===== src/rtl/udp_filter_drain_ctrl.sv =====
`default_nettype none
// ---------------------------------------------------------------------------
// udp_filter_drain_ctrl : drains committed udp_filter frames onto AXI-Stream
// Revision: 1.0
// ---------------------------------------------------------------------------
module udp_filter_drain_ctrl #(
  parameter int DATA_WIDTH = 64,
  parameter int LEN_WIDTH  = 11,
  parameter int CNT_WIDTH  = 32
) (
  input  logic                  clk_i,
  input  logic                  s_rst_n_i,
  input  logic                  en_i,
  input  logic                  frame_valid_i,
  input  logic                  fifo_wr_en_i,
  input  logic                  fifo_rst_n_i,
  input  logic [DATA_WIDTH-1:0] fifo_data_i,
  input  logic                  fifo_empty_i,
  output logic                  fifo_rd_en_o,
  output logic [DATA_WIDTH-1:0] m_axis_tdata_o,
  output logic                  m_axis_tvalid_o,
  output logic                  m_axis_tlast_o,
  input  logic                  m_axis_tready_i,
  output logic                  busy_o,
  output logic [CNT_WIDTH-1:0]  frame_cnt_o,
  output logic [CNT_WIDTH-1:0]  drop_cnt_o,
  output logic                  err_o
);

  typedef enum logic [1:0] {
    IDLE    = 2'd0,
    DRAIN   = 2'd1,
    RELEASE = 2'd2
  } state_t;

  localparam logic [LEN_WIDTH-1:0] LEN_MAX = '1;
  localparam logic [LEN_WIDTH-1:0] LEN_ONE = LEN_WIDTH'(1);

  state_t               state, state_nxt;
  logic [LEN_WIDTH-1:0] wr_cnt;
  logic [LEN_WIDTH-1:0] len;
  logic [LEN_WIDTH-1:0] rd_cnt;
  logic                 fifo_rst_n_q;
  logic                 commit;
  logic                 drop_edge;
  logic                 wr_overflow;

  // Write-low term separates the FIFO_FINISH phase from payload writes.
  assign commit      = (state == IDLE) && frame_valid_i && !fifo_wr_en_i && en_i;
  assign drop_edge   = !fifo_rst_n_i && fifo_rst_n_q;
  assign wr_overflow = fifo_wr_en_i && fifo_rst_n_i && (wr_cnt == LEN_MAX);

  always_comb begin
    state_nxt       = state;
    fifo_rd_en_o    = 1'b0;
    m_axis_tvalid_o = 1'b0;
    m_axis_tlast_o  = 1'b0;
    m_axis_tdata_o  = fifo_data_i;
    busy_o          = 1'b0;
    case (state)
      IDLE: begin
        if (commit) begin
          state_nxt = (wr_cnt == '0) ? RELEASE : DRAIN;
        end
      end
      DRAIN: begin
        busy_o          = 1'b1;
        m_axis_tvalid_o = !fifo_empty_i;
        m_axis_tlast_o  = m_axis_tvalid_o && (rd_cnt == len - LEN_ONE);
        fifo_rd_en_o    = m_axis_tvalid_o && m_axis_tready_i;
        if (fifo_rd_en_o && m_axis_tlast_o) begin
          state_nxt = RELEASE;
        end
      end
      RELEASE: begin
        busy_o = 1'b1;
        if (!frame_valid_i) begin
          state_nxt = IDLE;
        end
      end
      default: state_nxt = IDLE;
    endcase
  end

  always_ff @(posedge clk_i) begin
    if (!s_rst_n_i) begin
      state        <= IDLE;
      wr_cnt       <= '0;
      len          <= '0;
      rd_cnt       <= '0;
      fifo_rst_n_q <= 1'b1;
      frame_cnt_o  <= '0;
      drop_cnt_o   <= '0;
      err_o        <= 1'b0;
    end else begin
      state        <= state_nxt;
      fifo_rst_n_q <= fifo_rst_n_i;

      // A dropped frame wins over any same-cycle write.
      if (!fifo_rst_n_i) begin
        wr_cnt <= '0;
      end else if (commit) begin
        wr_cnt <= '0;
      end else if (fifo_wr_en_i && (wr_cnt != LEN_MAX)) begin
        wr_cnt <= wr_cnt + LEN_ONE;
      end

      if (drop_edge) begin
        drop_cnt_o <= drop_cnt_o + 1'b1;
      end

      if (commit) begin
        len    <= wr_cnt;
        rd_cnt <= '0;
      end else if (fifo_rd_en_o) begin
        rd_cnt <= rd_cnt + LEN_ONE;
      end

      if (fifo_rd_en_o && m_axis_tlast_o) begin
        frame_cnt_o <= frame_cnt_o + 1'b1;
      end

      if (wr_overflow || ((state == DRAIN) && fifo_wr_en_i) || (commit && (wr_cnt == '0))) begin
        err_o <= 1'b1;
      end
    end
  end

endmodule
`default_nettype wire


===== config.mk =====
export PLATFORM = sky130hd
export DESIGN_NAME = udp_filter_drain_ctrl
export DESIGN_NICKNAME = d
export VERILOG_FILES = /design/src/rtl/udp_filter_drain_ctrl.sv
export SDC_FILE = /design/constraint.sdc
export NUM_CORES = 1
export LEC_CHECK = 0
export ABC_AREA = 1
export CAP_MARGIN = 20
export CELL_PAD_IN_SITES_DETAIL_PLACEMENT = 2
export CELL_PAD_IN_SITES_GLOBAL_PLACEMENT = 2
export CORE_MARGIN = 8
export CORE_UTILIZATION = 22
export DETAILED_ROUTE_END_ITERATION = 8
export PLACE_DENSITY_LB_ADDON = 0.1
export SLEW_MARGIN = 5
export SYNTH_ARGS = -nofsm -noshare
export SYNTH_HDL_FRONTEND = slang
export SYNTH_SLANG_ARGS = --single-unit

===== constraint.sdc =====
create_clock -name clk_i -period 1.95 [get_ports clk_i]
set_clock_uncertainty 0.2 [all_clocks]
set_input_delay 0.39 -clock clk_i [delete_from_list [all_inputs] [get_ports clk_i]]
set_output_delay 0.39 -clock clk_i [all_outputs]
set_load 0.05 [all_outputs]

==> results.cfg <==
[worst_setup_path]
critPathKind = flip-flop to output port
start_kind = flip-flop
critPathMaxFanout = 4
cpPeakStageDelay_ps = 370
path_cells = inv_4 > ha_4 > buf_6 > nand2_2 > nand3_2 > nand2_2 > nand3_2 > nor2_1 > nand3_1 > nor2_4 > nand2_2 > nor2_4 > buf_12
cp_top_family = simple AND/OR/NAND/NOR gates
cp.required_ps = 1360
crit_buf_inv = 3
arrival_ps = 2090
critical_path.most_common_cell = nand2_2
crit_path_top_delay_cell = dfxtp_2
cp-end-kind = output port

[cts]
clkTransAtPathRegs_ps = 80
clock_latency_ps = 360
htreeDepth = 3
clockBufferDepth = 2
cts_root_buf = clkbuf_16
cts_hold_buf = 0
cts_tree = done
cts_inserted_buffers = 9
clock_sinks = 101

[power]
total_power_uw = 6330
p_per_area_nw_per_um2 = 619
p_switching_uw = 2230
p_clk_share_pct = 30.8
vdd_ir_drop_max_mv = 0.533
leakage_uw = 0.00422
combPwrFrac_pct = 34.8
seq_power_share_pct = 34.4
p_sw_share_pct = 35.2
p_int_uw = 4100

[drt]
wire_per_inst_um = 16.3
dr.pass1.iters = 8
ant_nets = 0
initialDrtViolationCount = 131
vias = 6821
drc = 0
avgViaCountPerCell = 4.37
wl_mm = 25.4

[synthesis]
synth_top_family_by_area = simple AND/OR/NAND/NOR gates
ys_seq_area_share_pct = 32.0
postSynthAreaPerCell_sq_um = 6.83
synth_edf_count = 0
synth_ff_type = dfxtp_1
synth_compound_area_share_pct = 9.95
async_flop_share_pct = 0
synth_seq_cells = 101
yosys.area_share.adder_pct = 1.78
synth_xor_area_share_pct = 5.55
synth.distinct_cells = 40
syn_nets = 1005
ys_warn_count = 0
synthMuxAreaShare_pct = 0
netlist_area_sq_um = 6310
synthCells = 924
yosys.area_share.simple_pct = 35.0

[placed_design]
placed_area_sq_um = 8650
dpl.cell_count = 1495
hpwl_mm = 19.7
portBuffers = 76
gp_congestion = 0.758

[grt]
grt_pass1_vias = 7389
antenna_found_initial = 0
use_met2_pct = 24.9
grt_start_max_net_pins = 21
use_met1_pct = 18.2
grt_use_met3_pct = 3.12
grt_pass1_wl_mm = 39.2
grt_overflow = 0
grt_busiest_layer = met2
globalRouteTotalUtil_pct = 14.4

[finish]
drive_gt1_share_pct = 49.4
final_common_cell = buf_4
fill_cells = 3339
final_cell_mix = buf_4, nand2_1, inv_1
syn_to_final_growth_pct = 62.1
stdcell_count = 1561
utilization_pct = 35.9
diodes = 0
fin_area_sq_um = 10200
finalNetCount = 1253

[sta]
finalHoldViolCount = 0
drv_slew = 0
slew_headroom_pct = 66.7
rsz0062_at_grt = yes
final.setup.worst_slack_ps = -733
finalCriticalPeriod_ps = 2680
period_share_pct = 138
setup_viol = 47
fmax_mhz = 373
fin_hold_ws_ps = 294
worst_pin_slew_ps = 494

[die]
num_rows = 62
fp.dieW_um = 185
io_pins = 205
initial_core_util_pct = 22.2
die_h_um = 185
core-area_sq_um = 28500
dieArea_sq_um = 34400

[flow_run]
drv_cap = 0

[min_path]
hold_path_class = flip-flop to flip-flop

[outcome]
failed_checks = setup timing
outcome = complete, but fails checks
[through the flow]
stage	worst slack, ps	TNS (ps)
2_1_floorplan	-243	-4010
4_1_cts	-733	-16460
5_1_grt	-845	-25280
6_report	-733	-17630
3_3_place_gp	-631	-28980
3_5_place_dp	-766	-32620
[cell type report]
type,instances,area [sq um],area share [%]
multi-input cells,628,4160,40.7
inverters,118,467,4.56
well taps,384,480,4.69
clock inverters,6,68.8,0.672
repair buffers,314,2720,26.6
clock buffers,10,229,2.24
flip-flops and latches,101,2110,20.6
[logic make-up (layout without fill, tap and decap cells)]
family | count (synthesis) | in the layout
buffers and inverters | 195 | 448
xor gates and xnor gates | 40 | 40
DFF | 101 | 101
adders and majority gates | 9 | 9
AOI/OAI and AO/OA | 120 | 120
and+or+nand+nor | 459 | 459
[flip-flops by register name (all words and copies together) (netlist names)]
signal        flops
rd_cnt           11
drop_cnt_o       32
len              11
err_o             1
frame_cnt_o      32
wr_cnt           11
state             2
fifo_rst_n_q      1
[cells in the mapped netlist, drive strengths merged (4+ instances only)]
library cell,n,area [sq um]
clkbuf,8,30.0
dfxtp,101,2020
a21oi,71,359
nand4,22,159
o21a,5,37.5
inv,116,435
ha,9,113
xor2,27,236
nand2,184,718
nand3,62,340
o21ai,42,218
nor4,15,100
nor2,129,614
xnor2,13,114
or2,4,25.0
nor3,39,221
buf,69,518
[power groups by stage]
| stage | Clock (uW) | Combinational (uW) | Sequential, uW |
|---|---|---|---|
| global placement | 0 | 1740 | 2210 |
| detailed placement | 0 | 1770 | 2210 |
| floorplan | 0 | 1290 | 2230 |
| CTS | 2040 | 2040 | 2180 |
| global route | 2100 | 2420 | 2190 |
| finish | 1950 | 2200 | 2180 |
[path summary, 6_finish.rpt]
kind / startpoint / end / slack, ps / depth (start not counted)
worst max-delay path: len[1] / m_axis_tlast_o / -730 / 13
worst min-delay path: wr_cnt[9] / wr_cnt[9] / 290 / 2
worst max register to register: len[1] / state[1] / -530 / 19
worst min register to register: wr_cnt[9] / wr_cnt[9] / 290 / 2
[routing by layer]
| layer | share of wire, % | vias to the layer above |
|---|---|---|
| met5 | 0 | - |
| li1 | - | 3417 |
| met4 | 1.0 | 0 |
| met3 | 4.5 | 26 |
| met2 | 49 | 98 |
| met1 | 45 | 3280 |
[timing repair]
item | 4_1_cts | 5_1_grt
gates resized for setup | 98 | 141
cloned | 1 | 1
setup endpoints to repair | 63 | 64
buffers inserted | 34 | 28
pin swaps | 48 | 82
[tightest hold or removal path, delay by kind of cell (launching register included)]
kind | cells | cell delay (ps)
DFF | 1 | 330
and+or+nand+nor | 1 | 70
AOI/OAI and AO/OA | 1 | 50
Note: power is estimated with default switching activity, not from simulation.
==> edit: new RTL, same flow settings <==
Put one more register stage on the output `drop_cnt_o`. The value now appears one clock later. The other outputs are not delayed to match.
--- a/src/rtl/udp_filter_drain_ctrl.sv
+++ b/src/rtl/udp_filter_drain_ctrl.sv
@@ -36,4 +36,6 @@
   localparam logic [LEN_WIDTH-1:0] LEN_MAX = '1;
   localparam logic [LEN_WIDTH-1:0] LEN_ONE = LEN_WIDTH'(1);
+
+  logic [CNT_WIDTH-1:0] drop_cnt_s0;
 
   state_t               state, state_nxt;
@@ -91,5 +93,5 @@
       fifo_rst_n_q <= 1'b1;
       frame_cnt_o  <= '0;
-      drop_cnt_o   <= '0;
+      drop_cnt_s0  <= '0;
       err_o        <= 1'b0;
     end else begin
@@ -107,5 +109,5 @@
 
       if (drop_edge) begin
-        drop_cnt_o <= drop_cnt_o + 1'b1;
+        drop_cnt_s0 <= drop_cnt_s0 + 1'b1;
       end
 
@@ -127,4 +129,8 @@
   end
 
+  always_ff @(posedge clk_i) begin
+    drop_cnt_o <= drop_cnt_s0;
+  end
+
 endmodule
 `default_nettype wire
Behaviour: not the same (a bounded check fails within 4 cycles, from zero or initial values and one cycle with s_rst_n_i low).
==> edit against the unedited design <==
  * The run still ends with setup timing left
  * Routed wire length grew 3.4%
  * Sequential share of layout area grew 4.8 points
  * Non-clock buffer count shrank 12
  * Worst setup slack lost 0.066 ns
  * Sequential cell count grew 32
  * Synthesized area grew 7.3%
  * Synthesized cell count grew 0.65%
  * Final area grew 3.5%
  * Register-to-register slack gained 0.14 ns
  * Critical path depth shrank 5
  * Utilization shrank 1.1 points
  * Total power grew 26%
  * Global-route usage grew 0.37 points
  * Critical endpoint unchanged
==> edit: results (changes against the unedited design) <==
Async set-reset flop share out of synthesis - 0 (unchanged)
Reg clk slew, reported paths - 0.06 ns (-0.02 ns)
Largest net degree at the start of global routing - 30 (+43%)
Leak - 4.44 nW (+5.2%)
Syn nets - 1011 (+0.60%)
CTS buffer count - 17 (+8)
# fillers - 3555 (+6.5%)
Post-synth top cells - 210 x nand2_1, 133 x dfxtp_1, 89 x inv_1
CTS Buffer Depth - 2 (unchanged)
Number of global-route vias before repair - 7639 (+3.4%)
Detail Route met3 WL - 746 um (-35%)
Failing checks - setup timing
Sequential fraction of the synthesis area - 0.393 (+0.0727)
PnR worst setup slack - -0.799 ns (-0.0659 ns)
Initial antenna violation count - 0 (unchanged)
Slowest CP cell - dfxtp_1
Global-route wire length before repair - 42200 um (+7.5%)
Hold crit path type - reg -> reg
GPL Wtd Cong - 0.750 (-1.1%)
Sw Share - 0.287 (-0.0656)
Clock latency at the later pin of the worst-skew pair - 0.44 ns (+0.08 ns)
Worst VDD drop - 0.000533 V (about the same)
Via-to-Cell Ratio - 4.34 (-0.57%)
H-tree Lvls - 4 (+1)
Power Total - 8.00 mW (+26%)
Pre-antenna DRT Iters - 4 (-4)
CP arrival - 2.16 ns (+0.07 ns)
Final Non-Filler Cells - 1580 (+1.2%)
DP HPWL - 20000 um (+1.6%)
Post-synthesis cell type count - 40 (unchanged)
Metal2 WL - 13200 um (+5.7%)
Synth warn - 0 (unchanged)
WL met1 - 12000 um (+4.7%)
Clock Power Share - 0.438 (+0.130)
Status - finished, violations left
1st-iter DRT viols - 155 (+18%)
Nets - 1253 (unchanged)
Share of cells above drive strength 1 - 0.396 (-0.0975)
CP max stage delay - 0.39 ns (+0.02 ns)
Total GRT Usage - 0.148 (+0.00366)
Setup TNS - -12.04 ns (+5.59 ns)
Diode count - 0 (unchanged)
Slew HR - 0.748 (+0.0809)
Setup violators final - 37 (-21%)
Synth top area cells - dfxtp_1 39%, nand2_1 12%, buf_4 7.1%, a21oi_1 5.8%, inv_1 4.9%
Max Fanout on Critical Path - 4 (unchanged)
Final Routed Wirelength - 26200 um (+3.4%)
Syn avg cell area - 7.28 um2 (+6.6%)
Placed Cells - 1516 (+1.4%)
WP buf/inv - 1 (-2)
IO buf count - 76 (unchanged)
Delay-heaviest family, CP - simple AND/OR/NAND/NOR gates
Logic gate share of total power - 0.206 (-0.142)
Top flop regs - drop_cnt_o (32), drop_cnt_s0 (32), frame_cnt_o (32)
Main synth FF type - dfxtp_1
Max layer used - met4
Root Driver - clkbuf_16
## edit: per-layer routing
layer,track usage,vias up
li1,-,3441
met1,0.180,3331
met3,0.0274,21
met4,0.0435,0
met2,0.260,72
met5,0,-
## edit: timing repair
item                       4_1_cts  5_1_grt
gates cloned                     3        0
setup endpoints to repair       58       68
pin swaps                       24       29
setup buffers                   23        8
hold endpoints to repair         0        0
resized for setup               56       61
## edit: cell families after synthesis
family / share of synthesized area
fa+ha+maj: 0.0166
buf+inv: 0.140
flops: 0.393
simple gates: 0.299
xor+xnor: 0.0556
compound gates: 0.0959
## edit: stage by stage
stage	worst slack [ns]	cell area (um2)
floorplan	-0.400	6920
global placement	-0.636	9220
detailed placement	-0.626	9220
CTS	-0.824	10300
global route	-0.952	10600
finish	-0.799	10600
## edit: layout make-up
class | count | area (um2) | area share
multi-input cells | 617 | 3640 | 0.344
clock inverters | 12 | 180 | 0.0170
well taps | 396 | 495 | 0.0468
inverters | 101 | 392 | 0.0370
repair buffers | 302 | 2750 | 0.259
flip-flops and latches | 133 | 2690 | 0.254
clock buffers | 19 | 443 | 0.0418
## edit: worst paths after layout
| kind | slack (ns) | start | end | depth (start not counted) |
|---|---|---|---|---|
| setup / recovery | -0.80 | len[4]$_SDFFE_PN0P_ | m_axis_tlast_o | 8 |
| hold / removal | 0.19 | drop_cnt_s0[6]$_SDFFE_PN0P_ | drop_cnt_o[6]$_DFF_P_ | 0 |
| setup reg to reg | -0.39 | len[1]$_SDFFE_PN0P_ | frame_cnt_o[28]$_SDFFE_PN0P_ | 14 |
| hold reg to reg | 0.19 | drop_cnt_s0[6]$_SDFFE_PN0P_ | drop_cnt_o[6]$_DFF_P_ | 0 |
